`config.mk`:
```
export PLATFORM = sky130hd
export DESIGN_NAME = coin_validator
export DESIGN_NICKNAME = d
export VERILOG_FILES = /design/src/rtl/coin_validator.sv
export SDC_FILE = /design/constraint.sdc
export NUM_CORES = 1
export LEC_CHECK = 0
export CAP_MARGIN = 25
export CORE_MARGIN = 5
export CORE_UTILIZATION = 53
export DETAILED_ROUTE_END_ITERATION = 7
export GPL_TIMING_DRIVEN = 0
export PLACE_DENSITY = 0.78
export SYNTH_ARGS = -nofsm -noshare
export SYNTH_HDL_FRONTEND = slang
export SYNTH_SLANG_ARGS = --single-unit
```
`constraint.sdc`:
```
create_clock -name clk -period 4 [get_ports clk]
set_input_delay 0.8 -clock clk [delete_from_list [all_inputs] [get_ports clk]]
set_output_delay 0.8 -clock clk [all_outputs]
set_load 0.05 [all_outputs]
```
`src/rtl/coin_validator.sv`:
```
// Coin-width classifier: times the synchronised sensor high pulse, classifies it
// into dime/nickel/quarter/reject windows and keeps a saturating credit total.
module coin_validator #(
   parameter int DIME_MIN    = 2,
   parameter int DIME_MAX    = 4,
   parameter int NICKEL_MIN  = 6,
   parameter int NICKEL_MAX  = 8,
   parameter int QUARTER_MIN = 10,
   parameter int QUARTER_MAX = 12,
   parameter int JAM_CYCLES  = 64,
   parameter int CREDIT_W    = 12,
   parameter int DIME_VAL    = 10,
   parameter int NICKEL_VAL  = 5,
   parameter int QUARTER_VAL = 25
) (
   input  logic                clk,
   input  logic                reset,
   input  logic                coinSensor,
   input  logic                credit_clr,
   output logic                dimeDetected,
   output logic                nickelDetected,
   output logic                quarterDetected,
   output logic                coinReject,
   output logic                jam,
   output logic [CREDIT_W-1:0] credit
);

   localparam int CW  = $clog2(JAM_CYCLES + 1);
   localparam int CVW = CREDIT_W + 1;

   localparam logic [CW-1:0] DMIN = CW'(DIME_MIN);
   localparam logic [CW-1:0] DMAX = CW'(DIME_MAX);
   localparam logic [CW-1:0] NMIN = CW'(NICKEL_MIN);
   localparam logic [CW-1:0] NMAX = CW'(NICKEL_MAX);
   localparam logic [CW-1:0] QMIN = CW'(QUARTER_MIN);
   localparam logic [CW-1:0] QMAX = CW'(QUARTER_MAX);
   localparam logic [CW-1:0] JAMC = CW'(JAM_CYCLES);

   localparam logic [CVW-1:0] DVAL = CVW'(DIME_VAL);
   localparam logic [CVW-1:0] NVAL = CVW'(NICKEL_VAL);
   localparam logic [CVW-1:0] QVAL = CVW'(QUARTER_VAL);

   if (!(DIME_MIN >= 1 && DIME_MIN <= DIME_MAX && DIME_MAX < NICKEL_MIN &&
         NICKEL_MIN <= NICKEL_MAX && NICKEL_MAX < QUARTER_MIN &&
         QUARTER_MIN <= QUARTER_MAX && QUARTER_MAX < JAM_CYCLES &&
         DIME_VAL < 2**CREDIT_W && NICKEL_VAL < 2**CREDIT_W &&
         QUARTER_VAL < 2**CREDIT_W)) begin : gParamCheck
      $error("coin_validator: windows must ascend, be disjoint and lie below JAM_CYCLES");
   end

   typedef enum logic [1:0] {WAIT_LOW, IDLE, MEASURE} state_t;

   state_t          state;
   logic            s1, s2;
   logic [1:0]      syncVld;
   logic [CW-1:0]   cnt;

   logic                isDime, isNickel, isQuarter, accept;
   logic [CVW-1:0]      addVal, sum;
   logic [CREDIT_W-1:0] base, nextCredit;

   // syncVld marks when s2 holds a genuine sample rather than its reset value,
   // so a coin still in the chute at reset release is not mistaken for a fall.
   always_ff @(posedge clk or negedge reset) begin
      if (!reset) begin
         s1      <= 1'b0;
         s2      <= 1'b0;
         syncVld <= 2'b00;
      end else begin
         s1      <= coinSensor;
         s2      <= s1;
         syncVld <= {syncVld[0], 1'b1};
      end
   end

   always_comb begin
      isDime    = (cnt >= DMIN) && (cnt <= DMAX);
      isNickel  = (cnt >= NMIN) && (cnt <= NMAX);
      isQuarter = (cnt >= QMIN) && (cnt <= QMAX);
      accept    = isDime | isNickel | isQuarter;
      addVal    = '0;
      if (isDime)    addVal = DVAL;
      if (isNickel)  addVal = NVAL;
      if (isQuarter) addVal = QVAL;
      // clear applies before the add
      base       = credit_clr ? '0 : credit;
      sum        = {1'b0, base} + addVal;
      nextCredit = sum[CREDIT_W] ? {CREDIT_W{1'b1}} : sum[CREDIT_W-1:0];
   end

   always_ff @(posedge clk or negedge reset) begin
      if (!reset) begin
         state           <= WAIT_LOW;
         cnt             <= '0;
         dimeDetected    <= 1'b0;
         nickelDetected  <= 1'b0;
         quarterDetected <= 1'b0;
         coinReject      <= 1'b0;
         jam             <= 1'b0;
         credit          <= '0;
      end else begin
         dimeDetected    <= 1'b0;
         nickelDetected  <= 1'b0;
         quarterDetected <= 1'b0;
         coinReject      <= 1'b0;
         credit          <= base;
         case (state)
            WAIT_LOW: begin
               if (syncVld[1] && !s2) begin
                  state <= IDLE;
                  jam   <= 1'b0;
               end
            end
            IDLE: begin
               if (s2) begin
                  state <= MEASURE;
                  cnt   <= CW'(1);
               end else begin
                  cnt <= '0;
               end
            end
            MEASURE: begin
               if (s2) begin
                  if (cnt + 1'b1 == JAMC) begin
                     state <= WAIT_LOW;
                     jam   <= 1'b1;
                  end else begin
                     cnt <= cnt + 1'b1;
                  end
               end else begin
                  state           <= IDLE;
                  dimeDetected    <= isDime;
                  nickelDetected  <= isNickel;
                  quarterDetected <= isQuarter;
                  coinReject      <= !accept;
                  if (accept) credit <= nextCredit;
               end
            end
            default: state <= WAIT_LOW;
         endcase
      end
   end

endmodule

```
# Word-level counts from Yosys, hierarchy flattened
# Index checks and enable logic that the tools add are counted.
# totals
regBits	30
# op_classes
addsub	2
n_lt_le_gt_ge	6
n_eq_ne	9
n_mux	29
n_bitwise	2
n_reduce_logical	12
# ops
op	count
12-bit two-way mux	5
13-bit two-way mux	2
7-bit by 4-bit less-or-equal comparator with 1-bit output, second input constant	2
7-bit two-way mux	2
7-bit one-hot mux with 2 select lines	1
12-bit by 13-bit adder with 13-bit output	1
1-bit two-way mux	12
2-bit inequality test, second input constant	5
2-bit two-way mux	4
7-bit by 1-bit adder with 7-bit output, second input constant	1
7-bit == test, second input constant	1
7-bit by 2-bit >= comparator with 1-bit output, second input constant	1
7-bit by 3-bit >= comparator with 1-bit output, second input constant	1
7-bit by 4-bit >= comparator with 1-bit output, second input constant	1
7-bit by 3-bit less-or-equal comparator with 1-bit output, second input constant	1
2-bit one-hot mux with 3 select lines	1
3-bit AND reduction	2
1-bit logical AND	4
4-bit two-way mux	1
4-bit AND reduction	1
2-bit nonzero test	2
3-bit inequality test, second input constant	1
2-bit by 1-bit == test with 1-bit output, second input constant	1
2-bit == test, second input constant	1
4 further kinds	6

# Logic depth before layout (Yosys ltp)
# depth
ltp_word	10
ltp_mapped	14

# Worst setup path before layout
# No wires, ideal clock.
# synth_timing
path_type	input to register
start	input credit_clr
end	register credit[9]
setup_ns	0.123
arrival_time_ns	2.843
required_time_ns	3.877
path_slack_ns	1.034
path_stages	10
n_path_buf	2
cell_sequence	clkbuf_1 > nor2b_1 > ha_1 > fa_1 > a21oi_1 > o22ai_2 > and3_1 > clkbuf_1 > nand3b_1 > o221a_1
# synth_via
elab_chain_len	6
# synth_rtl
element	line_no	source
from (decl)	19	input logic credit_clr,
12-bit two-way mux (*)	86	base = credit_clr ? '0 : credit;
12-bit by 13-bit adder with 13-bit output	87	sum = {1'b0, base} + addVal;
12-bit two-way mux	88	nextCredit = sum[CREDIT_W] ? {CREDIT_W{1'b1}} : sum[CREDIT_W-1:0];
12-bit two-way mux	136	if (accept) credit <= nextCredit;
12-bit two-way mux	123	if (s2) begin
12-bit two-way mux (*)	107	case (state)
to (signal assigned)	106	credit <= base;
to (signal assigned)	136	
to (decl)	25	output logic [CREDIT_W-1:0] credit
# Mark *: on every way between the ends. The rest lies on a longest branch, timed or not.
# A chain may end at the register's enable or synchronous reset.

# Worst setup path in the final report
# Ends and elaborated chain as after synthesis.

==> results summary <==
The die area is 4800 um2. The number of antenna cells inserted came out at 0. The starting utilization of the core area is between 50 and 60%. The most frequent cell on the critical path is sky130_fd_sc_hd__clkbuf_1. The total of flip-flops plus latches after synthesis came out at 30. The biggest cell delay along the critical path is about 0.6 ns. The mux cell area share after synthesis is between 2 and 2.5%.

Wires add up to between 4 and 5 mm. The half-perimeter wire length after placement is 3.13 mm. The critical path is of the input pin to register type. The congestion estimate from routability-driven global placement came to between 0.8 and 0.9.

The post-detailed-placement cell area came out at 2150 um2. The total of fill cells in the finished design is 286. Setup repair after global routing left no endpoint under its margin.

The maximum ir drop on the vdd rail came out at 0.000202 V. The compound-gate portion of the synthesized area is between 10% and 20%. The synthesized design contains 0 enable-type register cells.

The post-synthesis instance area came out at 1860 um2. For the worst setup path, the data required time is about 4.2 ns. The worst hold path terminates at s2. The clock period could shrink to between 3 and 4 ns.

The first-pass GRT wire length is around 7.2 mm. The transition time at the pin with the least slew margin is 0.807 ns. After Yosys synthesis, XOR and XNOR cells account for 2.35% of the synthesized area.

Traced cell by cell, the critical path runs through clkdlybuf4s50_1, clkbuf_1, nor2b_1, ha_1, fa_1, a21oi_1, o22ai_2, and3_1, clkbuf_1, nand3b_1, o221a_1. The adder and majority gate portion of the synthesized area is approximately 5.8%. The number of cells on the worst reg-to-reg path is 14.

Setup violations remaining at the end of the flow were counted as 0. The arrival time reported for the critical path endpoint is a little under 4 ns. The number of nets with antenna violations after detailed routing is 0. The tree is rooted in a sky130_fd_sc_hd__clkbuf_4. The post-CTS clock slew at the launch and capture registers of the worst setup and hold paths came out at 0.10 ns.

The worst flop-to-flop path endpoint is credit[9]. No sink is reached through more buffers than the 2 on the longest clock path. The die width came out at 69.3 um.

Clock latency on the worst-skew pair, taken at its later pin, is around 0.34 ns. The worst setup path is launched from an input pin. The reg2reg setup slack is 0.63 ns. In the global route stage, overall resource usage came out at about 18%. The total of cells resized after clock tree synthesis came out at 0. The standard-cell row count is 21. The setup skew after layout is slightly above 0.01 ns. The initial antenna violation count is 0. The share of post-route cells with drive strength above 1 is under 10%. The number of max-capacitance violations reported is 0. The clock tree from TritonCTS is yes. The main combinational cell family by area after synthesis is simple AND/OR/NAND/NOR gates. The Yosys warning count is 0. The total clock buffers created by CTS came out at 5. The basic-gate share of the synthesized area counting and, or, nand and nor cells is 23.7%. The via count is approximately 1,600. Using the TritonRoute via totals, the vias-per-cell ratio works out to 5.95. Of all nets on the critical path, the largest fanout is 10. In the routed design, unresolved DRC markers number 0. The largest net degree at the start of global routing came out at 17. The total global routing overflow came out at 0. The violation count after the first detailed-routing iteration is approximately 180. The number of slew-limit violations in the final report was 0. The total non-filler cell area in the finished layout came out at 2210 um2. The number of nets in the synthesized netlist is ~210.

The main flop type after synthesis is sky130_fd_sc_hd__dfrtp_1. The flow ran to the end, and the final reports show no timing, DRC or antenna violations. The async set-or-reset flop fraction in the synthesized netlist came out at 100%.

The hold-fix buffer count after cts came out at 0. The per-cell routed wire length came out at approximately 15 um. The final-stage net count is around 240. CTS saw 30 sinks. Compared with the post-synthesis result, the final layout area differs by 18.5%. The die outline height came out at between 60 and 70 um. The worst hold path was traced through 0 stages. The core region is ~3400 um2. The critical register-to-register path startpoint is cnt[0]. The post-synthesis average cell area came out at between 9 and 10 um2.

The number of top-level pins came out at 21. The number of hold-slack violations in the final timing report came out at 0. In this run the power density over the cells is 328 nW/um2. After layout, the worst path uses slightly above 90% of the clock period. Leaving out fill and tap cells, the most frequent cells in the layout are sky130_fd_sc_hd__dfrtp_1 (30), sky130_fd_sc_hd__clkdlybuf4s50_1 (20), sky130_fd_sc_hd__nor2_1 (18). The worst min-delay path category is register to register. The number of global-route vias before repair is between 1,500 and 2,000.

The leakage dissipation is 0.974 nW. In this run, distinct cell masters in the synthesized netlist total 53. The number of buffers inserted to repair setup after CTS is 0. For this design, the slowest cell found on the critical path is sky130_fd_sc_hd__clkdlybuf4s50_1. The startpoint identified for the worst hold timing path is s1. The port buffer count came out at 20. The first-pass iteration count of the detailed router came out at 4. The maximum operating frequency is approximately 0.27 GHz.

Counting every instance in the synthesized netlist gives a little over 200. The share of the yosys chip area belonging to registers came out at between 40% and 50%. Leaving out fill and tap cells, the most frequent cell in the layout is sky130_fd_sc_hd__dfrtp_1. The worst pin sits at a relative slew slack of a little under half. The worst setup path is captured at a register. The setup TNS is 0 ns. The CTS H-tree depth came out at 2.
-- cell families after synthesis --
group           count (synthesis)
simple gates                   79
compound gates                 52
flops                          30
buf+inv                        23
fa+ha+maj                       8
xor+xnor                        5
mux                             4
other cells                     1
-- through the flow --
stage	setup slack, ns	hold slack (ns)	power [W]	utilization [%]	cells
after floorplan	1.03	0.331	0.000478	-	202
after global placement	0.0790	0.339	0.000520	63.1	268
after detailed placement	0.0185	0.342	0.000532	63.9	269
after CTS	0.378	0.356	0.000727	65.7	277
after global routing	0.203	0.381	0.000763	65.7	277
final	0.313	0.358	0.000724	65.7	277
-- synth_stat cells (2+ instances only) --
master,count,area (um2)
sky130_fd_sc_hd__mux2i_1,3,30.0
sky130_fd_sc_hd__nor2_1,18,67.6
sky130_fd_sc_hd__o21ai_0,5,25.0
sky130_fd_sc_hd__buf_2,3,15.0
sky130_fd_sc_hd__xor2_1,2,17.5
sky130_fd_sc_hd__buf_4,2,15.0
sky130_fd_sc_hd__nor3_1,8,40.0
sky130_fd_sc_hd__a21o_1,2,15.0
sky130_fd_sc_hd__nor4b_1,2,17.5
sky130_fd_sc_hd__and4b_1,2,20.0
sky130_fd_sc_hd__nand2_1,13,48.8
sky130_fd_sc_hd__nand4b_1,3,26.3
sky130_fd_sc_hd__a21oi_1,12,60.1
sky130_fd_sc_hd__ha_1,7,87.6
sky130_fd_sc_hd__clkbuf_1,4,15.0
sky130_fd_sc_hd__nor2b_1,7,43.8
sky130_fd_sc_hd__o21bai_1,2,15.0
sky130_fd_sc_hd__inv_1,12,45.0
sky130_fd_sc_hd__a41oi_1,3,26.3
sky130_fd_sc_hd__o22ai_1,2,12.5
sky130_fd_sc_hd__nand3b_1,3,22.5
sky130_fd_sc_hd__o21a_1,3,22.5
sky130_fd_sc_hd__a211oi_1,8,60.1
sky130_fd_sc_hd__nand3_1,10,50.1
sky130_fd_sc_hd__buf_6,2,22.5
sky130_fd_sc_hd__dfrtp_1,30,751
sky130_fd_sc_hd__a31oi_1,4,25.0
sky130_fd_sc_hd__xnor2_1,3,26.3
sky130_fd_sc_hd__and3_1,3,18.8
-- area by class of cell --
cell class,count,area (um2),area share (%)
repair buffers,21,228,10.3
flip-flops and latches,30,751,34.0
clock inverters,1,5.00,0.227
well taps,46,57.6,2.60
inverters,12,45.0,2.04
multi-input cells,149,1000,45.3
plain buffers,11,67.6,3.06
clock buffers,7,55.1,2.49
-- critical path, delay by kind of cell --
family | cells | cell delay (ns)
fa+ha+maj | 2 | 0.68
buf+inv | 3 | 1.21
compound gates | 3 | 0.71
simple gates | 3 | 0.53
-- flip-flops by register name, summed over array words and instances (netlist names) --
signal and cells:
coinReject 1, syncVld 2, nickelDetected 1, dimeDetected 1, s1 1, s2 1, quarterDetected 1, state 2
cnt 7, credit 12, jam 1
-- layer usage --
metal | part of all wire (%) | vias to the layer above | global-route usage (%)
met4 | 2.1 | 0 | 8.46
met2 | 45 | 55 | 27.3
met3 | 6.2 | 8 | 5.65
met1 | 47 | 795 | 24.3
met5 | 0 | - | 0
li1 | - | 789 | -
-- how the worst max path moves through the flow --
stage | from | depth (start not counted) | slack, ns | endpoint
after floorplan | credit_clr | 10 | 1.03 | credit[9]
after global placement | credit_clr | 11 | 0.08 | credit[9]
after detailed placement | credit_clr | 11 | 0.02 | credit[9]
after CTS | credit_clr | 11 | 0.38 | credit[9]
after global routing | credit_clr | 11 | 0.20 | credit[9]
final | credit_clr | 11 | 0.31 | credit[9]
-- where the power goes --
group	switching, W	internal, W	total [W]	leakage, nW
combinational	0.000124	0.0000734	0.000197	0.534
sequential	0.0000130	0.000319	0.000332	0.405
clock	0.000109	0.0000850	0.000194	0.0353
No activity file was read; power rests on OpenSTA's default activity.
